===== config.mk =====
export PLATFORM = sky130hd
export DESIGN_NAME = lsu_mem_ctrl
export DESIGN_NICKNAME = d
export VERILOG_FILES = /design/src/rtl/lsu_pkg.sv /design/src/rtl/lsu_lane_align.sv /design/src/rtl/lsu_mem_ctrl.sv
export SDC_FILE = /design/constraint.sdc
export NUM_CORES = 1
export LEC_CHECK = 0
export CAP_MARGIN = 25
export CORE_ASPECT_RATIO = 2
export CORE_MARGIN = 4
export CORE_UTILIZATION = 44
export CTS_BUF_LIST = sky130_fd_sc_hd__clkbuf_8
export DETAILED_ROUTE_END_ITERATION = 12
export HOLD_SLACK_MARGIN = 0.08
export PLACE_DENSITY = 0.83
export SLEW_MARGIN = 40
export SYNTH_ARGS = -nofsm -noshare
export SYNTH_HDL_FRONTEND = slang
export SYNTH_SLANG_ARGS = --single-unit

===== constraint.sdc =====
create_clock -name clock -period 2.3 [get_ports clock]
set_clock_uncertainty 0.1 [all_clocks]
set_input_delay 0.345 -clock clock [delete_from_list [all_inputs] [get_ports clock]]
set_output_delay 0.345 -clock clock [all_outputs]
set_load 0.1 [all_outputs]

===== src/rtl/lsu_pkg.sv =====
// Shared definitions for the load/store unit: size encodings, FSM states and
// the request legality check.
package lsu_pkg;

   localparam logic [1:0] SIZE_B = 2'd0;
   localparam logic [1:0] SIZE_H = 2'd1;
   localparam logic [1:0] SIZE_W = 2'd2;

   typedef enum logic [1:0] {
      StIdle,
      StIssue,
      StWait,
      StResp
   } lsu_state_e;

   // Illegal size always errors; misalignment only when checking is enabled.
   function automatic logic lsu_req_err(input logic [1:0] size,
                                        input logic [1:0] offset,
                                        input logic       align_check);
      logic err;
      case (size)
         SIZE_B:  err = 1'b0;
         SIZE_H:  err = align_check & offset[0];
         SIZE_W:  err = align_check & (offset != 2'b00);
         default: err = 1'b1;
      endcase
      return err;
   endfunction

endpackage


===== src/rtl/lsu_lane_align.sv =====
// Combinational lane steering: store data replication and byte mask, plus
// load-data shift and sign/zero extension.
module lsu_lane_align
   import lsu_pkg::*;
(
   input  logic [1:0]  size_i,
   input  logic [1:0]  offset_i,
   input  logic        unsigned_i,
   input  logic [31:0] wdata_i,
   input  logic [31:0] rdata_i,
   output logic [31:0] wdata_o,
   output logic [3:0]  mask_o,
   output logic [31:0] rdata_o
);

   logic [31:0] shifted;
   logic [3:0]  mask_base;

   always_comb begin
      wdata_o   = wdata_i;
      mask_base = 4'b0000;
      rdata_o   = '0;
      // Lanes above byte 3 shift in as zero before extension.
      shifted   = rdata_i >> {offset_i, 3'b000};
      case (size_i)
         SIZE_B: begin
            wdata_o   = {4{wdata_i[7:0]}};
            mask_base = 4'b0001;
            rdata_o   = unsigned_i ? {24'h0, shifted[7:0]}
                                   : {{24{shifted[7]}}, shifted[7:0]};
         end
         SIZE_H: begin
            wdata_o   = {2{wdata_i[15:0]}};
            mask_base = 4'b0011;
            rdata_o   = unsigned_i ? {16'h0, shifted[15:0]}
                                   : {{16{shifted[15]}}, shifted[15:0]};
         end
         SIZE_W: begin
            wdata_o   = wdata_i;
            mask_base = 4'b1111;
            rdata_o   = shifted;
         end
         default: ;
      endcase
      mask_o = mask_base << offset_i;
   end

endmodule


===== src/rtl/lsu_mem_ctrl.sv =====
// Load/store unit in front of the data RAM: accepts one request, issues a
// single RAM access and returns an aligned, extended response.
module lsu_mem_ctrl
   import lsu_pkg::*;
#(
   parameter int unsigned XLEN        = 32,
   parameter bit          ALIGN_CHECK = 1'b1
) (
   input  logic            clock,
   input  logic            reset,
   input  logic            req_valid,
   output logic            req_ready,
   input  logic            req_write,
   input  logic [1:0]      req_size,
   input  logic            req_unsigned,
   input  logic [XLEN-1:0] req_addr,
   input  logic [XLEN-1:0] req_wdata,
   output logic            resp_valid,
   input  logic            resp_ready,
   output logic [XLEN-1:0] resp_rdata,
   output logic            resp_err,
   output logic            mem_valid,
   output logic            mem_write_enable,
   output logic [XLEN-1:0] mem_write_addr,
   output logic [XLEN-1:0] mem_read_addr,
   output logic [XLEN-1:0] mem_write_data,
   output logic [3:0]      mem_write_mask,
   input  logic [XLEN-1:0] mem_read_data
);

   if (XLEN != 32) begin : gen_xlen_chk
      $error("lsu_mem_ctrl supports XLEN == 32 only");
   end

   lsu_state_e  state_q;
   logic        write_q;
   logic [1:0]  size_q;
   logic        uns_q;
   logic [31:0] addr_q;
   logic [31:0] wdata_q;
   logic [31:0] rdata_q;
   logic        err_q;

   logic        req_err;
   logic        issue;
   logic [31:0] lane_wdata;
   logic [3:0]  lane_mask;
   logic [31:0] lane_rdata;

   assign req_err = lsu_req_err(req_size, req_addr[1:0], ALIGN_CHECK);

   lsu_lane_align u_lane_align (
      .size_i     (size_q),
      .offset_i   (addr_q[1:0]),
      .unsigned_i (uns_q),
      .wdata_i    (wdata_q),
      .rdata_i    (mem_read_data),
      .wdata_o    (lane_wdata),
      .mask_o     (lane_mask),
      .rdata_o    (lane_rdata)
   );

   always_ff @(posedge clock or negedge reset) begin
      if (!reset) begin
         state_q <= StIdle;
         write_q <= 1'b0;
         size_q  <= 2'b00;
         uns_q   <= 1'b0;
         addr_q  <= '0;
         wdata_q <= '0;
         rdata_q <= '0;
         err_q   <= 1'b0;
      end else begin
         unique case (state_q)
            StIdle: begin
               if (req_valid) begin
                  write_q <= req_write;
                  size_q  <= req_size;
                  uns_q   <= req_unsigned;
                  addr_q  <= req_addr;
                  wdata_q <= req_wdata;
                  rdata_q <= '0;
                  err_q   <= req_err;
                  state_q <= req_err ? StResp : StIssue;
               end
            end
            StIssue: state_q <= write_q ? StResp : StWait;
            StWait: begin
               rdata_q <= lane_rdata;
               err_q   <= 1'b0;
               state_q <= StResp;
            end
            StResp: begin
               if (resp_ready) state_q <= StIdle;
            end
         endcase
      end
   end

   assign issue            = (state_q == StIssue);
   assign req_ready        = (state_q == StIdle);
   assign resp_valid       = (state_q == StResp);
   assign resp_rdata       = rdata_q;
   assign resp_err         = err_q;
   assign mem_valid        = issue;
   assign mem_write_enable = issue & write_q;
   assign mem_write_addr   = issue ? {addr_q[31:2], 2'b00} : '0;
   assign mem_read_addr    = mem_write_addr;
   assign mem_write_data   = issue ? lane_wdata : '0;
   assign mem_write_mask   = issue ? lane_mask : 4'b0000;

endmodule


-- Word-level counts from Yosys, hierarchy flattened
Cells that the tools add are included.
- flip-flop bits (word level): 103
- input port bits: 104
- output and inout port bits: 137
- equal/unequal tests: 9
- shift-type cells: 2
- muxes and demuxes: 18
- bitwise logic cells: 1
- reduce and logical (&&, ||, !) cells: 8
- operators by type and width (cell ; count):
    2-to-1 mux 32 bit ; 5
    case mux 32 bit (2 select lines) ; 2
    case mux 32 bit (3 select lines) ; 1
    right shift 32 x 5 -> 32 bit ; 1
    case mux 4 bit (3 select lines) ; 1
    equality test 2 bit (second input constant) ; 4
    case mux 2 bit (4 select lines) ; 1
    equality test 2 x 1 -> 1 bit (second input constant) ; 3
    zero test 2 bit ; 3
    2-to-1 mux 2 bit ; 3
    AND reduction 2 bit ; 3
    2-to-1 mux 4 bit ; 1
    nonzero test 2 bit ; 2
    left shift 4 x 2 -> 4 bit ; 1
    case mux 1 bit (3 select lines) ; 1
    2-to-1 mux 1 bit ; 2
    inequality test 2 x 1 -> 1 bit (second input constant) ; 1
    inequality test 2 bit (second input constant) ; 1
    case mux 1 bit (2 select lines) ; 1
    AND 1 bit ; 1

-- Logic depth before layout (Yosys ltp)
- depth after elaboration: 5
- mapped depth: 7

-- By module
Synthesis repeated with hierarchy kept, for this count alone.
- cell total of the unflattened synthesis: 547
- area total of the unflattened synthesis: 6013.3 µm²
- modules (own cells, without submodules) (module ; times used ; cells an instance ; area each (µm²) ; seq. area each (µm²)):
    lsu_mem_ctrl ; 1 ; 354 ; 4707.0 ; 2577.5
    lsu_lane_align ; 1 ; 193 ; 1306.3 ; 0.0

-- Least setup slack after synthesis
Ideal clock, no wire load.
- kind: flip-flop to output port
- start: reg state_q[1]
- end: out mem_write_data[29]
- arrival: 4048 ps
- setup slack: -2193 ps
- cell stages (with the launch flop): 6
- path buffers: 2
- path through: dfrtp_1 -> inv_1 -> ha_1 -> clkbuf_1 -> clkbuf_1 -> a21boi_0
- word-level cells in the longest chain between the ends: 2
- ends and longest elaborated chain (element ; RTL line ; RTL):
    start: declaration ; lsu_mem_ctrl.sv:35 ; lsu_state_e state_q;
    start signal: assignment ; lsu_mem_ctrl.sv:65 ; state_q <= StIdle;
    start signal: assignment ; lsu_mem_ctrl.sv:84 ; state_q <= req_err ? StResp : StIssue;
    start signal: assignment ; lsu_mem_ctrl.sv:87 ; StIssue: state_q <= write_q ? StResp : StWait;
    equality test 2 x 1 -> 1 bit ; lsu_mem_ctrl.sv:100 ; assign issue = (state_q == StIssue);
    net mem_valid ; lsu_mem_ctrl.sv:22 ; output logic mem_valid,
    2-to-1 mux 32 bit ; lsu_mem_ctrl.sv:109 ; assign mem_write_data = issue ? lane_wdata : '0;
    end: declaration ; lsu_mem_ctrl.sv:26 ; output logic [XLEN-1:0] mem_write_data,
The timed path passes the listed nets, and every way through them passes these cells.

-- Worst setup path after layout
- start: reg size_q[0]
- end: out mem_write_data[23]
- word-level cells in the longest chain between the ends: 3
- elaborated cells between the ends (all ways): 4
- ends and longest elaborated chain (element ; RTL line ; RTL):
    start: declaration ; lsu_mem_ctrl.sv:37 ; logic [1:0] size_q;
    start signal: assignment ; lsu_mem_ctrl.sv:78 ; size_q <= req_size;
    equality test 2 x 1 -> 1 bit or zero test 2 bit (tied branches) ; lsu_lane_align.sv:25 ; case (size_i)
    case mux 32 bit (2 select lines) (*) ; lsu_lane_align.sv:25 ;
    2-to-1 mux 32 bit (*) ; lsu_mem_ctrl.sv:109 ;
Every way passes the cells marked *; elsewhere a longest branch is shown, timed or not.

==> results.txt <==
Status: completed
Netlist cell types: 33
Total grt overflow: 0
Yosys reg bits: 103
CTS tree: built
DP Cell Count: 853
Worst-path clk slew: 100 ps
Synth top area cells: dfrtp_1 (47%), mux2_2 (16%), buf_4 (4.6%)
Fmax: 438.2 MHz
Yosys Warn Count: 0
Finished Layout Cells: 880
CTS root buf: clkbuf_8
Crit path max fanout: 8
Fin. Hold Viols: 0
CTS buffer count: 9
Tmin final: 2282 ps
Post-route clock period utilization: 99.23%
WS Path Type: flop to output pin
Rows: 57
Buffer and inverter count on the worst path: 2
Most common cell in the synthesized netlist: dfrtp_1
Hold Path Depth: 2
Initial Util: 45.11%
Ports: 241
Routed WL per cell: 21.50 µm
Worst-case clock buffer depth: 2
GRT Resource Usage Total: 26.29%
Initial drt markers: 147
Multi-input gate area: 3062 µm²
Slowest library cell on the worst path: dfrtp_2
Critical Path RT: 1860 ps
Slew Limit Fails: 0
First-pass GRT wire length: 29460 µm
Commonest cells in the netlist: dfrtp_1 (103), mux2_2 (77), nand2_1 (44)
DRC errors left: 0
DP Area: 9216 µm²
Pre-antenna DRT Iters: 4
Total wire length: 18920 µm
Clock latency on the worst-skew pair: 360 ps
Core Box Area: 12270 µm²
CP Capture Type: output pin
Max-slew headroom: 54.00%
Fill cells: 739
Finished Core Util: 78.88%
Die width: 87.30 µm
Largest net degree at the start of global routing: 69
H-Tree Depth: 3
Worst path cell trace: inv_2 -> ha_4 -> or2_4 -> nand2_2 -> a21boi_4 -> buf_12
Vias in the first global route: 5351
Vias: 4778
Share of layout cells above drive strength 1: 50.27%
Critical Path Start Type: flop
Async SR Flop Fraction: 100.0%
Post-synthesis cell area: 5534 µm²
Sequential share of the synthesized area: 46.57%
Mapped Cells: 511
Tightest Pin Transition: 688.2 ps
Average size of a mapped cell: 10.83 µm²
Vias per inst: 5.430
Total die area: 14540 µm²
Synth top area share: 46.57%
Synth area leader: dfrtp_1
Clock sinks: 103
Gp weighted congestion: 0.8814
DP HPWL: 14710 µm
Critical Path Max Stage Delay: 460 ps
RSZ-0062 raised after global routing: true
Area Growth Syn to Fin: 74.84%
Final #Nets: 841
EDFF count, synth: 0
Port Buffer Count: 236
CP delay by family, top: flip-flops
Worst path depth: 6
Sequential cell area: 2580 µm²
Die extent in y: 166.6 µm
Top_reg_cell synth: dfrtp_1
Final setup fails: 0
Critical path arrival: 1840 ps
Final antenna-violating net count: 0
Hold WC Path Type: flop to flop
Worst Reg-to-Reg Cells: 8
Max-Cap Viols: 0
Post-route cell area: 9676 µm²
Antenna violations before repair: 1
worst reg2reg max path, delay by kind of cell, from the launching register on:
family	cells	cell delay [ps]
and+or+nand+nor	3	720
AOI/OAI and AO/OA	1	250
buffers and inverters	3	410
adders and majority gates	1	220
DFF	1	370
worst paths after layout:
check	from	endpoint	slack [ps]
min in group asynchronous	reset	wdata_q[28]$_DFFE_PN0P_	450
max in group asynchronous	reset	wdata_q[16]$_DFFE_PN0P_	1040
hold / removal	resp_rdata[11]$_DFFE_PN0P_	resp_rdata[11]$_DFFE_PN0P_	390
hold reg to reg	resp_rdata[11]$_DFFE_PN0P_	resp_rdata[11]$_DFFE_PN0P_	390
setup reg to reg	state_q[0]$_DFFE_PN0P_	resp_rdata[19]$_DFFE_PN0P_	180
setup / recovery	size_q[0]$_DFFE_PN0P_	mem_write_data[23]	20
area by class of cell:
class / instances / share of cell area (%)
Clock inverter: 4 / 0.5431
Clock buffer: 11 / 1.565
Antenna cell: 1 / 0.02586
Timing Repair Buffer: 271 / 37.39
Tap cell: 147 / 1.901
Inverter: 7 / 0.2716
Multi-Input combinational cell: 336 / 31.64
Sequential cell: 103 / 26.66
placed cells by master (no fill, tap or decap), types with 2 or more instances in the layout:
cell type,count
mux2i_1,16
and2_4,30
buf_4,61
o31ai_1,2
nor2_1,11
nand2b_1,4
clkdlybuf4s50_1,102
dfrtp_1,101
a22oi_1,7
o21ai_0,26
nor3_1,4
nand2_2,14
mux2_2,77
a22oi_2,9
nor2b_4,8
a221o_1,16
inv_1,4
inv_6,2
clkbuf_8,11
nand3b_1,8
inv_2,3
nand2_1,30
dfrtp_2,2
buf_12,105
conb_1,4
nor2_4,2
ha_4,4
ha_1,4
a21oi_1,17
a21boi_4,17
and2_2,8
flip-flops by register name, summed over array words and instances (netlist names):
name and flops:
resp_rdata 32, resp_err 1, uns_q 1, write_q 1, addr_q 32, wdata_q 32, size_q 2, state_q 2
through the flow:
stage,setup WS (ps),setup TNS (ps),hold slack (ps)
final,17.74,0,388.9
after CTS,-0.4076,-0.4076,395.5
after global placement,19.33,0,290.1
after floorplan,-98.70,-2060,-50.59
after detailed placement,-44.92,-516.7,299.2
after global routing,-73.86,-792.8,432.7
what timing repair did:
item	CTS	global route
buffers inserted	7	3
hold buffers	1	0
endpoints found under the hold margin	42	0
endpoints found under the setup margin	31	38
resized for setup	22	19
pin swaps	3	10
kinds of logic after synthesis:
logic type	after synthesis	synth area share (%)
other	1	0.06776
AND/OR/NAND/NOR	129	12.07
buffers and inverters	75	7.732
multiplexers	95	19.15
adder cells (fa/ha/maj)	9	2.035
AO/OA/AOI/OAI	99	12.37
flip-flops	103	46.57
metal layers:
metal | vias to the layer above | part of all wire, % | GRT usage, %
met2 | 196 | 59 | 49.47
li1 | 2178 | - | -
met3 | 41 | 5.2 | 5.091
met5 | - | 0 | 0
met1 | 2363 | 32 | 26.61
met4 | 0 | 4.1 | 11.96
Power is left out: the tool's default activity adds up to more than one toggle a clock period on the data nets, which glitch-free logic cannot reach.
